$ cat config.mk
export PLATFORM = sky130hd
export DESIGN_NAME = tick_scheduler_flat
export DESIGN_NICKNAME = d
export VERILOG_FILES = /design/src/rtl/sched_pkg.sv /design/src/rtl/tick_scheduler_if.sv /design/src/rtl/rr_arbiter.sv /design/src/rtl/tick_scheduler.sv /design/src/flat_wrapper.sv
export SDC_FILE = /design/constraint.sdc
export NUM_CORES = 1
export LEC_CHECK = 0
export ABC_AREA = 1
export BUFFER_PORTS_ARGS = -buffer_cell sky130_fd_sc_hd__buf_4
export CORE_MARGIN = 2
export CORE_UTILIZATION = 46
export CTS_CLUSTER_DIAMETER = 30
export CTS_CLUSTER_SIZE = 30
export DETAILED_ROUTE_END_ITERATION = 6
export GPL_ROUTABILITY_DRIVEN = 0
export PLACE_DENSITY = 0.69
export SLEW_MARGIN = 20
export SYNTH_ARGS = -nofsm -noshare
export SYNTH_HDL_FRONTEND = slang
export SYNTH_SLANG_ARGS = --single-unit
$ cat constraint.sdc
create_clock -name clock -period 1.92 [get_ports clock]
set_input_delay 0.288 -clock clock [delete_from_list [all_inputs] [get_ports clock]]
set_output_delay 0.288 -clock clock [all_outputs]
set_load 0.1 [all_outputs]
$ cat src/rtl/sched_pkg.sv
// Shared types and sizing for the tick scheduler: channel count, index and
// divider widths, and the per-channel configuration record.
package sched_pkg;

  localparam int NUM_CH = 4;
  localparam int CH_W   = 2;
  localparam int DIV_W  = 8;
  localparam int BASE_W = 32;

  typedef logic [CH_W-1:0]   ch_idx_t;
  typedef logic [NUM_CH-1:0] ch_vec_t;
  typedef logic [DIV_W-1:0]  div_t;

  typedef struct packed {
    div_t div;
    logic en;
  } ch_cfg_t;

  // Channel indices wrap naturally because NUM_CH is a power of two.
  function automatic ch_idx_t ch_next(input ch_idx_t ch);
    return ch + ch_idx_t'(1);
  endfunction

endpackage

$ cat src/rtl/tick_scheduler_if.sv
// Timed-event handshake between the scheduler (master) and its consumer (slave).
interface tick_scheduler_if;
  import sched_pkg::*;

  logic    event_valid;
  ch_idx_t event_ch;
  logic    event_ready;

  modport master (output event_valid, output event_ch, input event_ready);
  modport slave  (input event_valid, input event_ch, output event_ready);

endinterface

$ cat src/rtl/rr_arbiter.sv
// Combinational round-robin pick: first requesting channel at or after ptr.
module rr_arbiter
  import sched_pkg::*;
(
  input  ch_vec_t req,
  input  ch_idx_t ptr,
  output ch_idx_t grant,
  output logic    any
);

  always_comb begin
    // NOTE: every output gets a default before the loop so no path leaves it unassigned (no latch).
    grant = ptr;
    any   = 1'b0;
    // Walk offsets from farthest to nearest so the nearest requester wins.
    for (int i = NUM_CH - 1; i >= 0; i--) begin
      if (req[ptr + ch_idx_t'(i)]) begin
        grant = ptr + ch_idx_t'(i);
        any   = 1'b1;
      end
    end
  end

endmodule

$ cat src/rtl/tick_scheduler.sv
// Base-rate tick generator, per-channel dividers and a round-robin event port
// that serialises channel fires into one valid/ready stream.
module tick_scheduler
  import sched_pkg::*;
(
  input  logic                clock,
  input  logic                resetn,
  input  logic [BASE_W-1:0]   base_period,
  input  logic                cfg_we,
  input  ch_idx_t             cfg_ch,
  input  div_t                cfg_div,
  input  logic                cfg_en,
  input  logic                ovr_clr,
  output logic                base_tick,
  tick_scheduler_if.master    evt,
  output ch_vec_t             pending,
  output ch_vec_t             overrun
);

  logic [BASE_W-1:0] base_cnt_q, base_cnt_d, period_m1;
  logic              base_tick_q, base_tick_d;
  div_t              cnt_q [NUM_CH];
  div_t              cnt_d [NUM_CH];
  ch_cfg_t           cfg_q [NUM_CH];
  ch_cfg_t           cfg_d [NUM_CH];
  ch_vec_t           fire;
  ch_vec_t           pending_q, pending_d, overrun_q, overrun_d;
  logic              valid_q, valid_d;
  ch_idx_t           ch_q, ch_d, rr_ptr_q, rr_ptr_d, ptr_sel, grant;
  logic              accept, load, any;
  ch_vec_t           acc_mask, pres_mask, clr_mask, req;

  // The >= compare catches up immediately when the period shrinks below the count.
  always_comb begin
    period_m1   = (base_period == '0) ? '0 : base_period - BASE_W'(1);
    base_tick_d = (base_cnt_q >= period_m1);
    base_cnt_d  = base_tick_d ? '0 : base_cnt_q + BASE_W'(1);
  end

  always_comb begin
    cnt_d = cnt_q;
    cfg_d = cfg_q;
    fire  = '0;
    for (int i = 0; i < NUM_CH; i++) begin
      if (cfg_we && cfg_ch == ch_idx_t'(i)) begin
        cfg_d[i] = '{div: cfg_div, en: cfg_en};
        cnt_d[i] = cfg_div;
      end else if (base_tick_q && cfg_q[i].en) begin
        if (cnt_q[i] == '0) begin
          cnt_d[i] = cfg_q[i].div;
          fire[i]  = 1'b1;
        end else begin
          cnt_d[i] = cnt_q[i] - div_t'(1);
        end
      end
    end
  end

  // A presented event is never retracted, so config clears skip that channel.
  always_comb begin
    accept    = valid_q && evt.event_ready;
    acc_mask  = accept  ? (ch_vec_t'(1) << ch_q) : '0;
    pres_mask = valid_q ? (ch_vec_t'(1) << ch_q) : '0;
    clr_mask  = (cfg_we ? (ch_vec_t'(1) << cfg_ch) : '0) & ~pres_mask;
    pending_d = ((pending_q & ~acc_mask) | fire) & ~clr_mask;
    overrun_d = ((overrun_q & ~{NUM_CH{ovr_clr}}) | (fire & pending_q & ~acc_mask)) & ~clr_mask;
    req       = pending_q & ~pres_mask & ~clr_mask;
    ptr_sel   = accept ? ch_next(ch_q) : rr_ptr_q;
  end

  rr_arbiter u_arb (
    .req   (req),
    .ptr   (ptr_sel),
    .grant (grant),
    .any   (any)
  );

  always_comb begin
    load     = !valid_q || accept;
    valid_d  = valid_q;
    ch_d     = ch_q;
    rr_ptr_d = accept ? ch_next(ch_q) : rr_ptr_q;
    if (load) begin
      valid_d = any;
      if (any) ch_d = grant;
    end
  end

  always_ff @(posedge clock or negedge resetn) begin
    if (!resetn) begin
      base_cnt_q  <= '0;
      base_tick_q <= 1'b0;
      // NOTE: the per-channel arrays are tiny register files, so they are reset like any other flop.
      for (int i = 0; i < NUM_CH; i++) begin
        cnt_q[i] <= '0;
        cfg_q[i] <= '0;
      end
      pending_q <= '0;
      overrun_q <= '0;
      valid_q   <= 1'b0;
      ch_q      <= '0;
      rr_ptr_q  <= '0;
    end else begin
      // NOTE: non-blocking assignments so every flop samples pre-edge values.
      base_cnt_q  <= base_cnt_d;
      base_tick_q <= base_tick_d;
      cnt_q       <= cnt_d;
      cfg_q       <= cfg_d;
      pending_q   <= pending_d;
      overrun_q   <= overrun_d;
      valid_q     <= valid_d;
      ch_q        <= ch_d;
      rr_ptr_q    <= rr_ptr_d;
    end
  end

  assign base_tick       = base_tick_q;
  assign pending         = pending_q;
  assign overrun         = overrun_q;
  assign evt.event_valid = valid_q;
  assign evt.event_ch    = ch_q;

endmodule

$ cat src/flat_wrapper.sv
// flat-port wrapper written by rule: the top's interface ports become plain ports
module tick_scheduler_flat import sched_pkg::*;
  (clock, resetn, base_period, cfg_we, cfg_ch, cfg_div, cfg_en, ovr_clr, base_tick, pending, overrun, evt_event_valid, evt_event_ch, evt_event_ready);
  tick_scheduler_if evt_i ();
  input  logic clock;
  input  logic resetn;
  input  logic [BASE_W-1:0] base_period;
  input  logic cfg_we;
  input  ch_idx_t cfg_ch;
  input  div_t cfg_div;
  input  logic cfg_en;
  input  logic ovr_clr;
  output logic base_tick;
  output ch_vec_t pending;
  output ch_vec_t overrun;
  output wire logic [$bits(evt_i.event_valid)-1:0] evt_event_valid;
  output wire logic [$bits(evt_i.event_ch)-1:0] evt_event_ch;
  input wire logic [$bits(evt_i.event_ready)-1:0] evt_event_ready;
  assign evt_event_valid = evt_i.event_valid;
  assign evt_event_ch = evt_i.event_ch;
  assign evt_i.event_ready = evt_event_ready;
  tick_scheduler u_core (.clock(clock), .resetn(resetn), .base_period(base_period), .cfg_we(cfg_we), .cfg_ch(cfg_ch), .cfg_div(cfg_div), .cfg_en(cfg_en), .ovr_clr(ovr_clr), .base_tick(base_tick), .evt(evt_i), .pending(pending), .overrun(overrun));
endmodule
# Word-level counts from Yosys, hierarchy flattened
# Index checks and enable logic that the tools add are counted.
dict set report word_totals {
  reg_bits 114
  output_inout_bits 12
  elab_cells 122
}
dict set report classes {
  add_sub_neg 10
  n_lt_le_gt_ge 5
  eq_ne 3
  shifts 2
  muxes 46
  bitwise 15
  reduce_logical 22
}
# op n
set op_table {}
lappend op_table {{2-to-1 mux 8 bit} 12}
lappend op_table {{2-to-1 mux 32 bit} 2}
lappend op_table {{AND 4 bit} 9}
lappend op_table {{adder 32 x 1 -> 32 bit (second input constant)} 1}
lappend op_table {{>= comparator 32 bit} 1}
lappend op_table {{zero test 32 bit} 1}
lappend op_table {{zero test 8 bit} 4}
lappend op_table {{subtractor 32 x 1 -> 32 bit (second input constant)} 1}
lappend op_table {{subtractor 8 x 1 -> 8 bit (second input constant)} 4}
lappend op_table {{2-to-1 mux 1 bit} 20}
lappend op_table {{NOT 4 bit} 4}
lappend op_table {{< comparator 2 x 3 -> 1 bit (second input constant)} 4}
lappend op_table {{2-to-1 mux 4 bit} 3}
lappend op_table {{2-to-1 mux 2 bit} 5}
lappend op_table {{logical AND 1 bit} 9}
lappend op_table {{binary-select mux 1 bit (select 2 bit)} 4}
lappend op_table {{OR 4 bit} 2}
lappend op_table {{nonzero test 2 bit} 4}
lappend op_table {{<< shifter 1 x 2 -> 4 bit (first input constant)} 2}
lappend op_table {{adder 2 x 1 -> 2 bit (second input constant)} 2}
lappend op_table {{adder 2 bit (second input constant)} 2}
lappend op_table {{== test 2 bit (second input constant)} 2}
lappend op_table {{== test 2 x 1 -> 1 bit (second input constant)} 1}
lappend op_table {{zero test 2 bit} 1}
lappend op_table {{other kinds (3)} 3}

# Depth between registers and ports, before layout
dict set report logic_depth {
  ltp_word 13
  ltp_mapped 22
}

# By module
# Synthesis repeated with hierarchy kept, for this count alone.
dict set report unflattened {
  hier_cells 1146
  hier_area_um2 8231.6
}
# module instances cells_per_inst area_each_um2 seq_area_each_um2
set modules_own_cells {}
lappend modules_own_cells {tick_scheduler 1 1093 7997.7 2852.7}
lappend modules_own_cells {rr_arbiter 1 53 234.0 0.0}

# Worst setup path after synthesis
# No wires, ideal clock.
dict set report synth_path {
  path_kind {input -> register}
  startpoint {in base_period[0]}
  endpoint {reg u_core.base_cnt_q[22]}
  setup_ns 0.121
  arrival_time_ns 2.512
  slack_ns -0.712
  cell_stages 18
  n_path_buf 1
  path_cell_list {inv_1 ha_1 nand2_2 nor2_2 nand2_1 xor2_1 or2_2 ha_1 nand2_1 inv_1 nand3_1 nor2_1 nand2_1 nand2_1 nand2_1 nand3_1 buf_2 nor2_1}
}
dict set report synth_between {
  elab_chain_len 4
  word_cells_on_any_way 5
}
# item line_no
set synth_rtl {}
lappend synth_rtl {{start: declaration} flat_wrapper.sv:7} ;# input logic [BASE_W-1:0] base_period;
lappend synth_rtl {{subtractor 32 x 1 -> 32 bit / zero test 32 bit (equally long branches)} tick_scheduler.sv:35} ;# period_m1 = (base_period == '0) ? '0 : base_period - BASE_W'(1);
lappend synth_rtl {{2-to-1 mux 32 bit (*)} tick_scheduler.sv:35}
lappend synth_rtl {{>= comparator 32 bit (*)} tick_scheduler.sv:36} ;# base_tick_d = (base_cnt_q >= period_m1);
lappend synth_rtl {{net u_core.base_tick_d} tick_scheduler.sv:21} ;# logic base_tick_q, base_tick_d;
lappend synth_rtl {{2-to-1 mux 32 bit (*)} tick_scheduler.sv:37} ;# base_cnt_d = base_tick_d ? '0 : base_cnt_q + BASE_W'(1);
lappend synth_rtl {{net u_core.base_cnt_d[22]} tick_scheduler.sv:20} ;# logic [BASE_W-1:0] base_cnt_q, base_cnt_d, period_m1;
lappend synth_rtl {{end signal: assignment} tick_scheduler.sv:105} ;# base_cnt_q <= base_cnt_d;
lappend synth_rtl {{end: declaration} tick_scheduler.sv:20}
# Mark *: on every way through the listed nets, which the timed path passes. The rest lies on a longest branch.
# A chain may end at the register's enable or synchronous reset.

# Worst setup path after layout
dict set report layout_path {
  startpoint {in base_period[0]}
  endpoint {reg u_core.base_cnt_q[11]}
}
dict set report layout_between {
  elab_chain_len 4
  word_cells_on_any_way 5
}
# item line_no
set layout_rtl {}
lappend layout_rtl {{subtractor 32 x 1 -> 32 bit / zero test 32 bit (equally long branches)} tick_scheduler.sv:35}
lappend layout_rtl {{2-to-1 mux 32 bit (*)} tick_scheduler.sv:35}
lappend layout_rtl {{>= comparator 32 bit (*)} tick_scheduler.sv:36}
lappend layout_rtl {{2-to-1 mux 32 bit (*)} tick_scheduler.sv:37}
lappend layout_rtl {{net u_core.base_cnt_d[11]} tick_scheduler.sv:20}
# Marked as above.

==> summary.md <==
| Metric | Value |
|---|---|
| Outcome | finished, violations left |
| Failing checks | setup timing |
| I/O Buffers | 59 |
| Die area | 18100 um^2 |
| CTS Buf Count | 17 |
| Top area cells in the synthesized netlist | dfrtp_1, nand2_1, ha_1, nor2_1, inv_1 |
| Hold WC Path Type | input port to register |
| I/O pin cnt | 60 |
| Ys Warns | 0 |
| Chip width | 135 um |
| Core area | 16600 um^2 |
| Worst-path clk slew | 0.05 ns |
| Hold Path Depth | 3 |
| WL final | 21.6 mm |
| Initial Utilization | 47.2% |
| Max_slew headroom | 65.9% |
| Clk_lat worst skew | 0.42 ns |
| Final WS setup | -0.663 ns |
| Dpl cells | 1452 |
| Largest net degree at the start of global routing | 51 |
| Clock skew | 0.0113 ns |
| Worst r2r path cells | 9 |
| Worst vdd ir | 0.000877 V |
| Netlist cell types | 36 |
| Initial antenna violation count | 0 |
| Post-DP HPWL | 16.0 mm |
| FFs w/ async S/R, synth | 100% |
| TritonRoute pass-1 iters | 6 |
| RSZ-0062 raised after global routing | true |
| Final non-filler cell total | 1494 |
| NumNets Final | 1353 |
| Layout cells sized above 1 | 25.5% |
| DR DRC count | 0 |
| Fillcell total | 1457 |
| Wire per inst | 14.4 um |
| Antenna Cells | 0 |
| Worst hold endpoint | u_core.cfg_q[19] |
| Routed via count | 7818 |
| Seq/Total Area, Yosys | 36.3% |
| Cell taking the most area after synthesis | dfrtp_1 |
| Depth of the CTS H-tree | 4 |
| Max_cap viols | 0 |
| Antenna Nets Post-Route | 0 |
| Crit path required time | 2.22 ns |
| Final Cycle Share | 135% |
| Crit path time final | 2.58 ns |
| GRT Total Usage | 24.0% |
| Critical Path AT | 2.89 ns |
| Peak fanout along the critical path | 8 |
| Area Growth Syn to Fin | 32.3% |
| Fmax | 0.387 GHz |
| TritonCTS clock tree | done |
| CP Launch Type | input port |
| Final setup vio count | 33 |
| Number of synthesized flops with an enable pin | 0 |
| Clock Path Buffers | 2 |
| Vias in the first global route | 7372 |
| # clock sinks | 114 |
| Reg-to-reg slack, setup | -0.07 ns |
| Die Span Y | 135 um |
| First-pass GRT wire length | 34.8 mm |
| Pins Over Slew Limit | 0 |
| Worst setup EP type | register |
| Core Util, Final | 62.5% |
| WS Path Type | input port to register |
| List of most frequent post-synthesis cells | nand2_1, nor2_1, inv_1 |
| Top-count cell post-synth | nand2_1 |
| Final hold violation count | 0 |
| Synth Flop Type | dfrtp_1 |
| Cells after Synth | 1077 |
| Clock Root Buffer | clkbuf_16 |
| First DRT Iteration DRCs | 454 |
| Reg-to-Reg Start | u_core.base_cnt_q[30] |
| Post-synth top area share | 36.3% |
| Row cnt | 47 |
| FF+latch count, synth | 114 |
| Hold Path Origin | cfg_div[0] |
| Final hold slack | 0.153 ns |
| P_leak | 5.15 nW |
| Syn avg cell area | 7.30 um^2 |
| Worst-Margin Slew | 0.509 ns |
| PD cells | 838 nW/um^2 |
| Grt ovf | 0 |
| Crit Reg-Reg Endpoint | u_core.base_cnt_q[11] |
| Synthesized Nets | 1169 |
| Synth Cell Area | 7860 um^2 |
| Vias per cell | 5.23 |
==> timing repair <==
action                                  in CTS  in global routing
resized for setup                            2                 68
pin swaps                                    0                 13
hold endpoints to repair                    29                  0
endpoints found under the setup margin      33                 44
buffers inserted                             0                  6
hold buffers                                 1                  0
gates cloned                                 0                  3
==> cells by family (layout without fill, tap and decap cells) <==
| family | after synthesis | in the layout | synth area share [%] |
|---|---|---|---|
| adder cells (fa/ha/maj) | 44 | 44 | 7.00 |
| buffers and inverters | 144 | 341 | 7.02 |
| flip-flops | 114 | 114 | 36.3 |
| AO/OA/AOI/OAI | 143 | 143 | 10.9 |
| XOR/XNOR | 48 | 48 | 5.35 |
| AND/OR/NAND/NOR | 584 | 584 | 33.5 |
==> per-stage QoR <==
stage          setup TNS (ns)  worst slack, ns  instance area (um^2)  total power, mW
2_1_floorplan          -16.57           -0.516                  7940             4.69
4_1_cts                -18.29           -0.616                 10000             8.65
6_report               -21.04           -0.663                 10400             8.72
3_5_place_dp           -33.12            -1.02                  9430             5.42
3_3_place_gp           -31.13           -0.956                  9430             5.37
5_1_grt                -27.88           -0.872                 10400             9.23
==> area by class of cell <==
class                           instances  area [um^2]  share of cell area, %
Clock buffer                           24          502                   4.82
Clock inverter                          8          100                  0.962
Inverter                              131          498                   4.79
Multi-Input combinational cell        819         4740                   45.5
Sequential cell                       114         2860                   27.5
Tap cell                              220          275                   2.65
Timing Repair Buffer                  178         1430                   13.7
==> flip-flops by register name, indices dropped and copies added, names as in the netlist <==
register                count
u_core.cnt_q               32
u_core.evt.event_ch         2
u_core.rr_ptr_q             2
u_core.overrun              4
u_core.pending              4
u_core.cfg_q               36
u_core.evt.event_valid      1
u_core.base_tick            1
u_core.base_cnt_q          32
==> worst max-delay path by stage <==
stage                                from               endpoint  slack [ns]  depth (start not counted)
final                      base_period[0]  u_core.base_cnt_q[11]       -0.66                         20
after global routing      base_period[16]  u_core.base_cnt_q[14]       -0.87                         18
after CTS                  base_period[1]  u_core.base_cnt_q[10]       -0.62                         18
after detailed placement   base_period[9]  u_core.base_cnt_q[31]       -1.02                         17
after global placement     base_period[1]  u_core.base_cnt_q[31]       -0.96                         18
after floorplan            base_period[1]  u_core.base_cnt_q[22]       -0.52                         21
==> per-layer routing <==
layer	track usage (%)	part of all wire [%]
met1	31.1	45
met5	0	0
met4	8.07	2.0
met2	40.0	49
met3	5.07	4.7
==> cell usage in the layout, fill, tap and decap left out, drive strengths merged, types with 7 or more instances in the layout <==
master    n
nand2   286
ha       44
o21ai    57
or2      13
a21oi    36
nand3    78
dfrtp   114
nor4      7
nand4    23
buf     174
xor2     37
inv     130
nor2    146
clkbuf   27
xnor2    11
o211ai   36
o221ai   10
nor3     28
==> power by group <==
part	switching, mW	leakage [nW]	total (mW)	internal, mW
clock network	1.14	0.284	3.21	2.07
logic	1.59	3.40	2.52	0.933
registers	0.254	1.46	2.98	2.72
==> critical path, stage by stage <==
cell        delay, ns
buf_6            0.08
clkinvlp_4       0.11
buf_4            0.15
ha_2             0.18
nand2_1          0.15
nor4_2           0.05
nand4_1          0.08
buf_4            0.14
nand2_1          0.06
inv_1            0.05
o21ai_0          0.11
ha_1             0.36
nand2_4          0.07
nor2_4           0.12
nand4_1          0.16
nor2_2           0.15
nand4_1          0.15
nand3_4          0.16
clkbuf_16        0.21
nor2_2           0.04
(Power assumes the default switching activity.)
